File: src/rtl/uart_receiver_if.sv
// UART receive-side bundle: serial line in, byte/strobe/error flags out.
// The receiver takes the slave view; the line driver / host takes master.
interface uart_receiver_if;
    logic       rx;
    logic [7:0] rx_data;
    logic       rx_valid;
    logic       parity_err;
    logic       frame_err;
    logic       busy;

    modport master (
        output rx,
        input  rx_data,
        input  rx_valid,
        input  parity_err,
        input  frame_err,
        input  busy
    );

    modport slave (
        input  rx,
        output rx_data,
        output rx_valid,
        output parity_err,
        output frame_err,
        output busy
    );
endinterface

File: src/rtl/uart_receiver.sv
// UART receiver: 8 data bits LSB first, optional parity, one stop bit.
// Single mid-bit sample per bit from a 2-flop synchronised line.
module uart_receiver #(
    parameter int CLKS_PER_BIT = 16,
    parameter int PARITY_SEL   = 1
) (
    input  logic clk,
    input  logic reset_n,
    uart_receiver_if.slave bus
);
    localparam int CW = $clog2(CLKS_PER_BIT);
    localparam logic [CW-1:0] HALF_M1 = CW'(CLKS_PER_BIT / 2 - 1);
    localparam logic [CW-1:0] FULL_M1 = CW'(CLKS_PER_BIT - 1);
    localparam logic [CW-1:0] ONE     = CW'(1);
    localparam bit HAS_PAR = (PARITY_SEL != 3);

    typedef enum logic [2:0] {
        IDLE, START, DATA, PARITY, STOP, BREAK
    } state_e;

    state_e        state_q;
    logic [1:0]    sync_q;
    logic [CW-1:0] cnt_q;
    logic [2:0]    bit_q;
    logic [7:0]    shift_q;
    logic          par_bad_q;
    logic [7:0]    data_q;
    logic          valid_q;
    logic          perr_q;
    logic          ferr_q;
    logic          busy_q;
    logic          rx_s;
    logic          par_exp_d;

    assign rx_s = sync_q[1];

    always_comb begin
        par_exp_d = 1'b0;
        if (PARITY_SEL == 1)
            par_exp_d = ^shift_q;
        else if (PARITY_SEL == 2)
            par_exp_d = ~^shift_q;
    end

    always_ff @(posedge clk or negedge reset_n) begin
        if (!reset_n) begin
            sync_q    <= 2'b11;
            state_q   <= IDLE;
            cnt_q     <= '0;
            bit_q     <= '0;
            shift_q   <= '0;
            par_bad_q <= 1'b0;
            data_q    <= '0;
            valid_q   <= 1'b0;
            perr_q    <= 1'b0;
            ferr_q    <= 1'b0;
            busy_q    <= 1'b0;
        end else begin
            sync_q  <= {sync_q[0], bus.rx};
            valid_q <= 1'b0;
            unique case (state_q)
                IDLE: begin
                    if (!rx_s) begin
                        state_q <= START;
                        cnt_q   <= '0;
                        busy_q  <= 1'b1;
                    end
                end
                START: begin
                    if (cnt_q == HALF_M1) begin
                        cnt_q <= '0;
                        bit_q <= '0;
                        // High at mid start bit means a glitch, not a frame
                        if (rx_s) begin
                            state_q <= IDLE;
                            busy_q  <= 1'b0;
                        end else begin
                            state_q <= DATA;
                        end
                    end else begin
                        cnt_q <= cnt_q + ONE;
                    end
                end
                DATA: begin
                    if (cnt_q == FULL_M1) begin
                        cnt_q   <= '0;
                        shift_q <= {rx_s, shift_q[7:1]};
                        bit_q   <= bit_q + 3'd1;
                        if (bit_q == 3'd7)
                            state_q <= HAS_PAR ? PARITY : STOP;
                    end else begin
                        cnt_q <= cnt_q + ONE;
                    end
                end
                PARITY: begin
                    if (cnt_q == FULL_M1) begin
                        cnt_q     <= '0;
                        par_bad_q <= rx_s ^ par_exp_d;
                        state_q   <= STOP;
                    end else begin
                        cnt_q <= cnt_q + ONE;
                    end
                end
                STOP: begin
                    if (cnt_q == FULL_M1) begin
                        cnt_q   <= '0;
                        valid_q <= 1'b1;
                        data_q  <= shift_q;
                        perr_q  <= HAS_PAR ? par_bad_q : 1'b0;
                        ferr_q  <= ~rx_s;
                        if (rx_s) begin
                            state_q <= IDLE;
                            busy_q  <= 1'b0;
                        end else begin
                            state_q <= BREAK;
                        end
                    end else begin
                        cnt_q <= cnt_q + ONE;
                    end
                end
                BREAK: begin
                    if (rx_s) begin
                        state_q <= IDLE;
                        cnt_q   <= '0;
                        busy_q  <= 1'b0;
                    end
                end
                default: begin
                    state_q <= IDLE;
                    cnt_q   <= '0;
                    busy_q  <= 1'b0;
                end
            endcase
        end
    end

    assign bus.rx_data    = data_q;
    assign bus.rx_valid   = valid_q;
    assign bus.parity_err = perr_q;
    assign bus.frame_err  = ferr_q;
    assign bus.busy       = busy_q;
endmodule

File: src/flat_wrapper.sv
// flat-port wrapper written by rule: the top's interface ports become plain ports
module uart_receiver_flat 
#(
    parameter int CLKS_PER_BIT = 16,
    parameter int PARITY_SEL   = 1
)
  (clk, reset_n, bus_rx, bus_rx_data, bus_rx_valid, bus_parity_err, bus_frame_err, bus_busy);
  uart_receiver_if bus_i ();
  input  logic clk;
  input  logic reset_n;
  input wire logic [$bits(bus_i.rx)-1:0] bus_rx;
  output wire logic [$bits(bus_i.rx_data)-1:0] bus_rx_data;
  output wire logic [$bits(bus_i.rx_valid)-1:0] bus_rx_valid;
  output wire logic [$bits(bus_i.parity_err)-1:0] bus_parity_err;
  output wire logic [$bits(bus_i.frame_err)-1:0] bus_frame_err;
  output wire logic [$bits(bus_i.busy)-1:0] bus_busy;
  assign bus_i.rx = bus_rx;
  assign bus_rx_data = bus_i.rx_data;
  assign bus_rx_valid = bus_i.rx_valid;
  assign bus_parity_err = bus_i.parity_err;
  assign bus_frame_err = bus_i.frame_err;
  assign bus_busy = bus_i.busy;
  uart_receiver #(.CLKS_PER_BIT(CLKS_PER_BIT), .PARITY_SEL(PARITY_SEL)) u_core (.clk(clk), .reset_n(reset_n), .bus(bus_i));
endmodule
File: config.mk
export PLATFORM = sky130hd
export DESIGN_NAME = uart_receiver_flat
export DESIGN_NICKNAME = d
export VERILOG_FILES = /design/src/rtl/uart_receiver_if.sv /design/src/rtl/uart_receiver.sv /design/src/flat_wrapper.sv
export SDC_FILE = /design/constraint.sdc
export NUM_CORES = 1
export LEC_CHECK = 0
export ABC_AREA = 1
export CAP_MARGIN = 5
export CORE_UTILIZATION = 61
export CTS_CLUSTER_DIAMETER = 50
export DETAILED_ROUTE_END_ITERATION = 10
export GPL_TIMING_DRIVEN = 1
export PLACE_DENSITY = 0.84
export SLEW_MARGIN = 20
export SYNTH_ARGS = -nofsm -noshare
export SYNTH_HDL_FRONTEND = slang
export SYNTH_SLANG_ARGS = --single-unit
File: constraint.sdc
create_clock -name clk -period 4.4 [get_ports clk]
set_input_delay 0.44 -clock clk [delete_from_list [all_inputs] [get_ports clk]]
set_output_delay 0.44 -clock clk [all_outputs]
set_load 0.02 [all_outputs]
# After elaboration in Yosys (flattened, before gate mapping)
# Cells that the tools add are included.
# totals
reg_bits,33
# classes
n_addsub,2
eq_ne,15
muxes,25
reduce_logical,12
bitwise_logic,3
# op_table
cell,count
$mux W3,10
$pmux W3 S6,1
$mux W4,4
$pmux W4 S4,1
$ne A2 B1 Y1 const B,6
$eq A3 B3 Y1 const B,3
$reduce_and A2 Y1,4
$reduce_xor A8 Y1,1
$reduce_and A7 Y1,1
$eq A3 B2 Y1 const B,2
$mux W1,6
$pmux W3 S2,1
$pmux W1 S5,1
$add A4 B1 Y4 const B,1
$eq A4 B3 Y1 const B,1
$eq A4 B4 Y1 const B,1
$reduce_and A4 Y1,1
$add A3 B1 Y3 const B,1
$eq A3 B1 Y1 const B,1
$logic_not A3 Y1,1
$reduce_and A3 Y1,1
$reduce_or A3 Y1,1
$mux W2,1
$ne A2 B2 Y1 const B,1
4 further kinds,5

# Depth between registers and ports, before layout
# logic_depth
word_depth,4
mapped_depth,10
ltp_nobuf,10

# Worst setup path after synthesis
# No wires, ideal clock.
# synth_timing
path_kind,register to register
from,reg u_core.cnt_q[0]
to,reg u_core.perr_q (netlist: u_core.bus.parity_err)
path_stages_with_launch,7
n_path_buf,0
slack_ps,2978
setup_time_ps,125
arrival_ps,1297
period_less_slack_ps,1422
path_cell_list,dfrtp_1 ha_1 nand2_1 nor2_4 inv_2 nor2_2 mux2_2
# synth_via
elab_chain_len,2
# synth_lines
element,line,text
"start, declared",uart_receiver.sv:23,logic [CW-1:0] cnt_q;
"start signal, assigned",uart_receiver.sv:81,cnt_q <= cnt_q + ONE;
"start signal, assigned",uart_receiver.sv:92,cnt_q <= cnt_q + ONE;
"start signal, assigned",uart_receiver.sv:101,cnt_q <= cnt_q + ONE;
$eq A4 B4 Y1,uart_receiver.sv:105,if (cnt_q == FULL_M1) begin
$reduce_and A2 Y1 (no line),--,
"end signal, assigned",uart_receiver.sv:109,perr_q <= HAS_PAR ? par_bad_q : 1'b0;
"end, declared",uart_receiver.sv:29,logic perr_q;
# Every way passes these cells.
# A chain may end at the register's enable or synchronous reset.

# Worst setup path after layout
# Ends and elaborated chain as after synthesis.

==> results_dict.tcl <==
set metrics [dict create \
    status "complete, no violations" \
    routabilityCongestion 0.875 \
    synthesis.nets 210 \
    startpoint_type "flop" \
    maxCapViolations 0 \
    io_buffer_count 14 \
    worst_r2r_startpoint "u_core.cnt_q[0]" \
    final_antenna_net_count 0 \
    clk_pin_slew_ns 0.10 \
    grt_max_degree 34 \
    multiplexer_share_of_the_synthesized_area 0.00666 \
    tritoncts_num_sinks 33 \
    cts_tree "built" \
    cts_buffers 5 \
    first_iter_violations 45 \
    design.final.nets 228 \
    initial_core_util 0.664 \
    hold_class "reg2reg" \
    finalCriticalPeriod_ns 2.17 \
    die_area_um2 2990 \
    synthesis.instances 204 \
    yosys.area_share.simple 0.277 \
    grt_first_pass_wirelength_mm 5.16 \
    finalSetupTns_ns 0 \
    post_synth_xor_area_fraction 0.00518 \
    rel_slew_slack 0.396 \
    clock_skew_after_layout_ns 0.0152 \
    timing_worst_slew_pin_value_ns 0.905 \
    clock_network_latency_to_the_later_pin_of_the_worst_skew_pair_ns 0.34 \
    postCtsHoldBufs 0 \
    rsz0062_at_grt "false" \
    holdWs_ns 0.364 \
    drv_slew 0 \
    die_width_um 54.6 \
    drive_gt1_frac 0.148 \
    routed_wire_length_per_instance_um 12.4 \
    vertical_die_dimension_um 54.6 \
    filler_cell_count 182 \
    power_density_nw_per_um2 474 \
    synthesis.area_per_instance_um2 8.29 \
    irDropWorstVdd_v 0.000448 \
    synth_fa_ha_area_frac 0.0222 \
    drtPass1Iterations 4 \
    critical_path_required_ns 4.63 \
    yosys.cell_types.count 29 \
    antenna_violations_before_repair 0 \
    synth_seq_area_share 0.490 \
    finalSetupViolations 0 \
    static-leakage-power_nw 0.944 \
    boundaryPins 15 \
    final_min_period_over_clock_period 0.494 \
    hold_sp "u_core.sync_q[0]" \
    antenna_cells 0 \
    timing_hold_violations_final 0 \
    dp_hpwl_mm 2.28 \
    timing.critical_path.arrival_ns 2.40 \
    mostFrequentLayoutCell "nand2_1" \
    cts-root-buf "clkbuf_4" \
    vias 1333 \
    timing.reg2reg.setup_slack_ns 2.23 \
    area_growth_syn_to_layout_pct 13.4 \
    dominant_combinational_cell_family_by_area_after_synthesis "simple AND/OR/NAND/NOR gates" \
    post_cts.resized_instances 0 \
    critical_path_class "reg2reg" \
    num_rows 18 \
    vias_in_the_first_global_route 1167 \
    cp-end-kind "flop" \
    vias_per_cell 5.27 \
    post-layout-total-power_mw 0.909 \
    grt.total_usage 0.256 \
    routed_wl_mm 3.13 \
    synth_seq_cells 33 \
    cts.path.max_buffers 2 \
    setup.worst_path.start "u_core.cnt_q[0]" \
    worst_hold_path.endpoint "u_core.sync_q[1]" \
    worstHoldPathCells 0 \
    fmax_mhz 460 \
    htreeDepth 2 \
    core_area_um2 2540 \
    synth-warning-count 0 \
    worstPathMaxFanout 20 \
    post-route-drc-count 0 \
    synth.cell_area_um2 1690 \
    r2r_cells 6 \
    cts_post_setup_buffers_inserted 0 \
    global_route.overflow_total 0 \
    synth_compound_area_frac 0.129 \
    layout.cells.most_common_list "65 x nand2_1, 31 x dfrtp_1, 21 x nor2_1, 19 x inv_1" \
    r2r-end "u_core.bus.parity_err" \
]
[worst max-delay path by stage]
stage | slack [ns] | end
after floorplan | 2.98 | u_core.bus.parity_err
after global routing | 2.03 | u_core.bus.parity_err
after CTS | 2.22 | u_core.bus.parity_err
final | 2.23 | u_core.bus.parity_err
after detailed placement | 2.24 | u_core.bus.parity_err
after global placement | 2.31 | u_core.bus.parity_err
[synth_stat cells (all sizes together)]
cell,instances,area [um2]
nor3,2,15.0
mux2,1,11.3
o211ai,2,15.0
clkbuf,1,5.00
nor2,27,126
dfstp,2,52.6
nand2,69,274
inv,20,75.1
a21oi,11,88.8
ha,3,37.5
nand3b,1,7.51
nand3,9,45.0
o21ai,19,98.9
o31ai,1,7.51
buf,3,38.8
dfrtp,31,776
xor2,1,8.76
o21a,1,7.51
[worst max-delay path, stage by stage, from the launching register on]
cell and delay [ns]:
dfrtp_1 0.41, ha_1 0.18, nand2_1 0.10, nor2_4 0.16, inv_2 0.10, nor2_2 0.70
mux2_2 0.41
[registers in the layout, indices dropped and copies added, names as in the netlist]
| name | count |
|---|---|
| u_core.bus.rx_data | 8 |
| u_core.bus.rx_valid | 1 |
| u_core.cnt_q | 4 |
| u_core.bus.busy | 1 |
| u_core.bit_q | 3 |
| u_core.shift_q | 8 |
| u_core.par_bad_q | 1 |
| u_core.state_q | 3 |
| u_core.bus.parity_err | 1 |
| u_core.bus.frame_err | 1 |
| u_core.sync_q | 2 |
[layer usage]
layer / global-route usage / up-vias / share of wire
li1: - / 683 / -
met1: 0.347 / 621 / 0.49
met2: 0.373 / 22 / 0.45
met3: 0.0833 / 7 / 0.040
met4: 0.107 / 0 / 0.019
met5: 0 / - / 0
[cell type report]
| type | count | area, um2 | share of cell area |
|---|---|---|---|
| tap | 30 | 37.5 | 0.0196 |
| multi-input combinational | 147 | 743 | 0.388 |
| timing repair buffer | 15 | 148 | 0.0770 |
| clock buffer | 7 | 55.1 | 0.0287 |
| clock inverter | 1 | 30.0 | 0.0157 |
| inverter | 20 | 75.1 | 0.0392 |
| sequential | 33 | 828 | 0.432 |
[through the flow]
stage	setup slack, ns	instances	utilization	cell area, um2
2_1_floorplan	2.98	204	-	1690
5_1_grt	2.03	253	0.753	1920
3_5_place_dp	2.24	245	0.720	1830
6_report	2.23	253	0.753	1920
4_1_cts	2.22	253	0.753	1920
3_3_place_gp	2.31	245	0.720	1830
[where the power goes]
part	total, mW	switching [mW]	internal [mW]
Combinational	0.292	0.189	0.102
Clock	0.237	0.102	0.136
Sequential	0.380	0.0408	0.340
[logic make-up (layout without fill, tap and decap cells)]
family	Yosys count	after routing
simple gates	108	108
compound gates	34	34
flops	33	33
buf+inv	24	43
fa+ha+maj	3	3
xor+xnor	1	1
mux	1	1
Power figures use the tool's default switching activity.
==> variant: new RTL, same settings <==
`CLKS_PER_BIT` is set to 16 in 2 places; all go to 32.
--- a/src/rtl/uart_receiver.sv
+++ b/src/rtl/uart_receiver.sv
@@ -1,7 +1,7 @@
 // UART receiver: 8 data bits LSB first, optional parity, one stop bit.
 // Single mid-bit sample per bit from a 2-flop synchronised line.
 module uart_receiver #(
-    parameter int CLKS_PER_BIT = 16,
+    parameter int CLKS_PER_BIT = 32,
     parameter int PARITY_SEL   = 1
 ) (
     input  logic clk,
--- a/src/flat_wrapper.sv
+++ b/src/flat_wrapper.sv
@@ -1,7 +1,7 @@
 // flat-port wrapper written by rule: the top's interface ports become plain ports
 module uart_receiver_flat 
 #(
-    parameter int CLKS_PER_BIT = 16,
+    parameter int CLKS_PER_BIT = 32,
     parameter int PARITY_SEL   = 1
 )
   (clk, reset_n, bus_rx, bus_rx_data, bus_rx_valid, bus_parity_err, bus_frame_err, bus_busy);
Check against the original RTL: same outputs for any inputs over 10 cycles, from zero or initial values and one cycle with reset_n low; that may be too few to reach the edited logic, so the function may still have changed.
==> variant against the unedited design <==
Hold slack worse by 0.0036 ns; area after synthesis increased by 8.7%; first-iteration DRC count up 36%; clock power down 26%; largest cell class unchanged; global-route usage fell by 0.34 points; critical path type unchanged; sequential power rose by 6.8%; sequential share of layout area shrank 1.7 points; setup slack improved by 0.19 ns; cell area rose by 7.2%; sequential cell count increased by 1; power grew 4.0%; wire length up 11%; synthesized cell count rose by 5.4%.
==> variant: results <==
export IMPL_wl_per_cell_um=13.0
export IMPL_status="finished, final reports clean"
export IMPL_drive_gt1_frac=0.200
export IMPL_synth_ff_type="dfrtp_1"
export IMPL_hold_worst_slack_ns=0.360
export IMPL_synth_adder_area_share=0.0477
export IMPL_synth_warning_count=0
export IMPL_yosysSeqAreaShare=0.465
export IMPL_antenna_found_initial=0
export IMPL_diodes=0
export IMPL_synth_edf_count=0
export IMPL_cts_repair_resized=0
export IMPL_drtPass1Iterations=4
export IMPL_p_leak_nw=1.00
export IMPL_ys_types=33
export IMPL_num_vias=1441
export IMPL_track_usage=0.253
export IMPL_critical_path_arrival_ns=2.21
export IMPL_crit_fanout=4
export IMPL_pre_cts_slack_ns=2.47
export IMPL_grt_pass1_vias=1465
export IMPL_netlist_instances=215
export IMPL_fin_skew_ns=0.0121
export IMPL_path_clk_slew_ns=0.10
export IMPL_place_area_um2=2000
export IMPL_clockBufferDepth=2
export IMPL_layout_nets=244
export IMPL_nFillCells=215
export IMPL_grt_max_degree=35
export IMPL_cts_inserted_buffers=5
export IMPL_max_slew_margin=0.723
export IMPL_clk_latency_ns=0.33
export IMPL_grt_pass1_wl_um=6220
export IMPL_gp_congestion=0.918
export IMPL_drt_iter0_markers=61
export IMPL_dp_cells=258
export IMPL_netlist_top_cells_count="nand2_1, dfrtp_1, inv_1, nand3_1, o21ai_2"
export IMPL_hold_class="flip-flop to flip-flop"
export IMPL_muxShareOfSynthArea=0
export IMPL_r2r_slack_ns=2.42
export IMPL_synthArstFlopShare=1.00
export IMPL_port_buffers=14
export IMPL_synth_compound_area_share=0.129
export IMPL_ys_top_cells_by_area="dfrtp_1, nand2_1, o21ai_2"
export IMPL_yosys_area_share_xor_xnor=0.00477
export IMPL_ir_drop_mv=0.405
export IMPL_cts_setup_buffers=0
export IMPL_dpl_hpwl_um=2610
export IMPL_synthesis_nets=225
export IMPL_clockRootBuffer="clkbuf_4"
export IMPL_htreeDepth=2
export IMPL_fin_crit_ns=1.98
export IMPL_layoutNonFillerInstCount=266
[variant: critical path, cell delays in order, from the launching register on]
cell	delay (ns)
dfrtp_1	0.41
ha_1	0.20
nand2_1	0.09
nor2_1	0.25
ha_1	0.37
nor2_2	0.09
nor3_4	0.23
nand2_2	0.10
nand2_1	0.09
o21ai_2	0.06
[variant: power by group]
group          switching [mW]  internal (mW)
clock network          0.0976         0.0788
registers              0.0528          0.354
logic                   0.232          0.131
total                   0.382          0.563
[variant: metrics by stage]
step           utilization  power [mW]
6_report             0.732       0.945
5_1_grt              0.732        1.01
4_1_cts              0.732       0.950
3_5_place_dp         0.711       0.769
3_3_place_gp         0.711       0.753
2_1_floorplan            -       0.692
[variant: layer usage]
layer  vias up  wire length [um]  track usage
li1        725                 -            -
met1       674              1570        0.305
met2        33              1690        0.429
met3         9               140       0.0714
met4         0                65       0.0941
met5         -                 0            0
[variant: final timing paths]
kind / startpoint / endpoint / cells past startpoint
max in group asynchronous: reset_n / u_core.sync_q[0] / 2
hold reg to reg: u_core.sync_q[0] / u_core.sync_q[1] / 0
setup reg to reg: u_core.cnt_q[0] / u_core.state_q[1] / 9
setup / recovery: u_core.cnt_q[0] / u_core.state_q[1] / 9
hold / removal: u_core.sync_q[0] / u_core.sync_q[1] / 0
min in group asynchronous: reset_n / u_core.shift_q[4] / 2
[variant: area by class of cell]
type	count	share of cell area
Tap cell	31	0.0189
Multi-Input combinational cell	151	0.415
Timing Repair Buffer	15	0.0719
Inverter	27	0.0505
Clock buffer	8	0.0286
Sequential cell	34	0.415
[variant: cell families after synthesis]
family | count (synthesis)
buffers and inverters | 30
XOR/XNOR | 1
flip-flops | 34
AND/OR/NAND/NOR | 109
AO/OA/AOI/OAI | 34
adder cells (fa/ha/maj) | 7
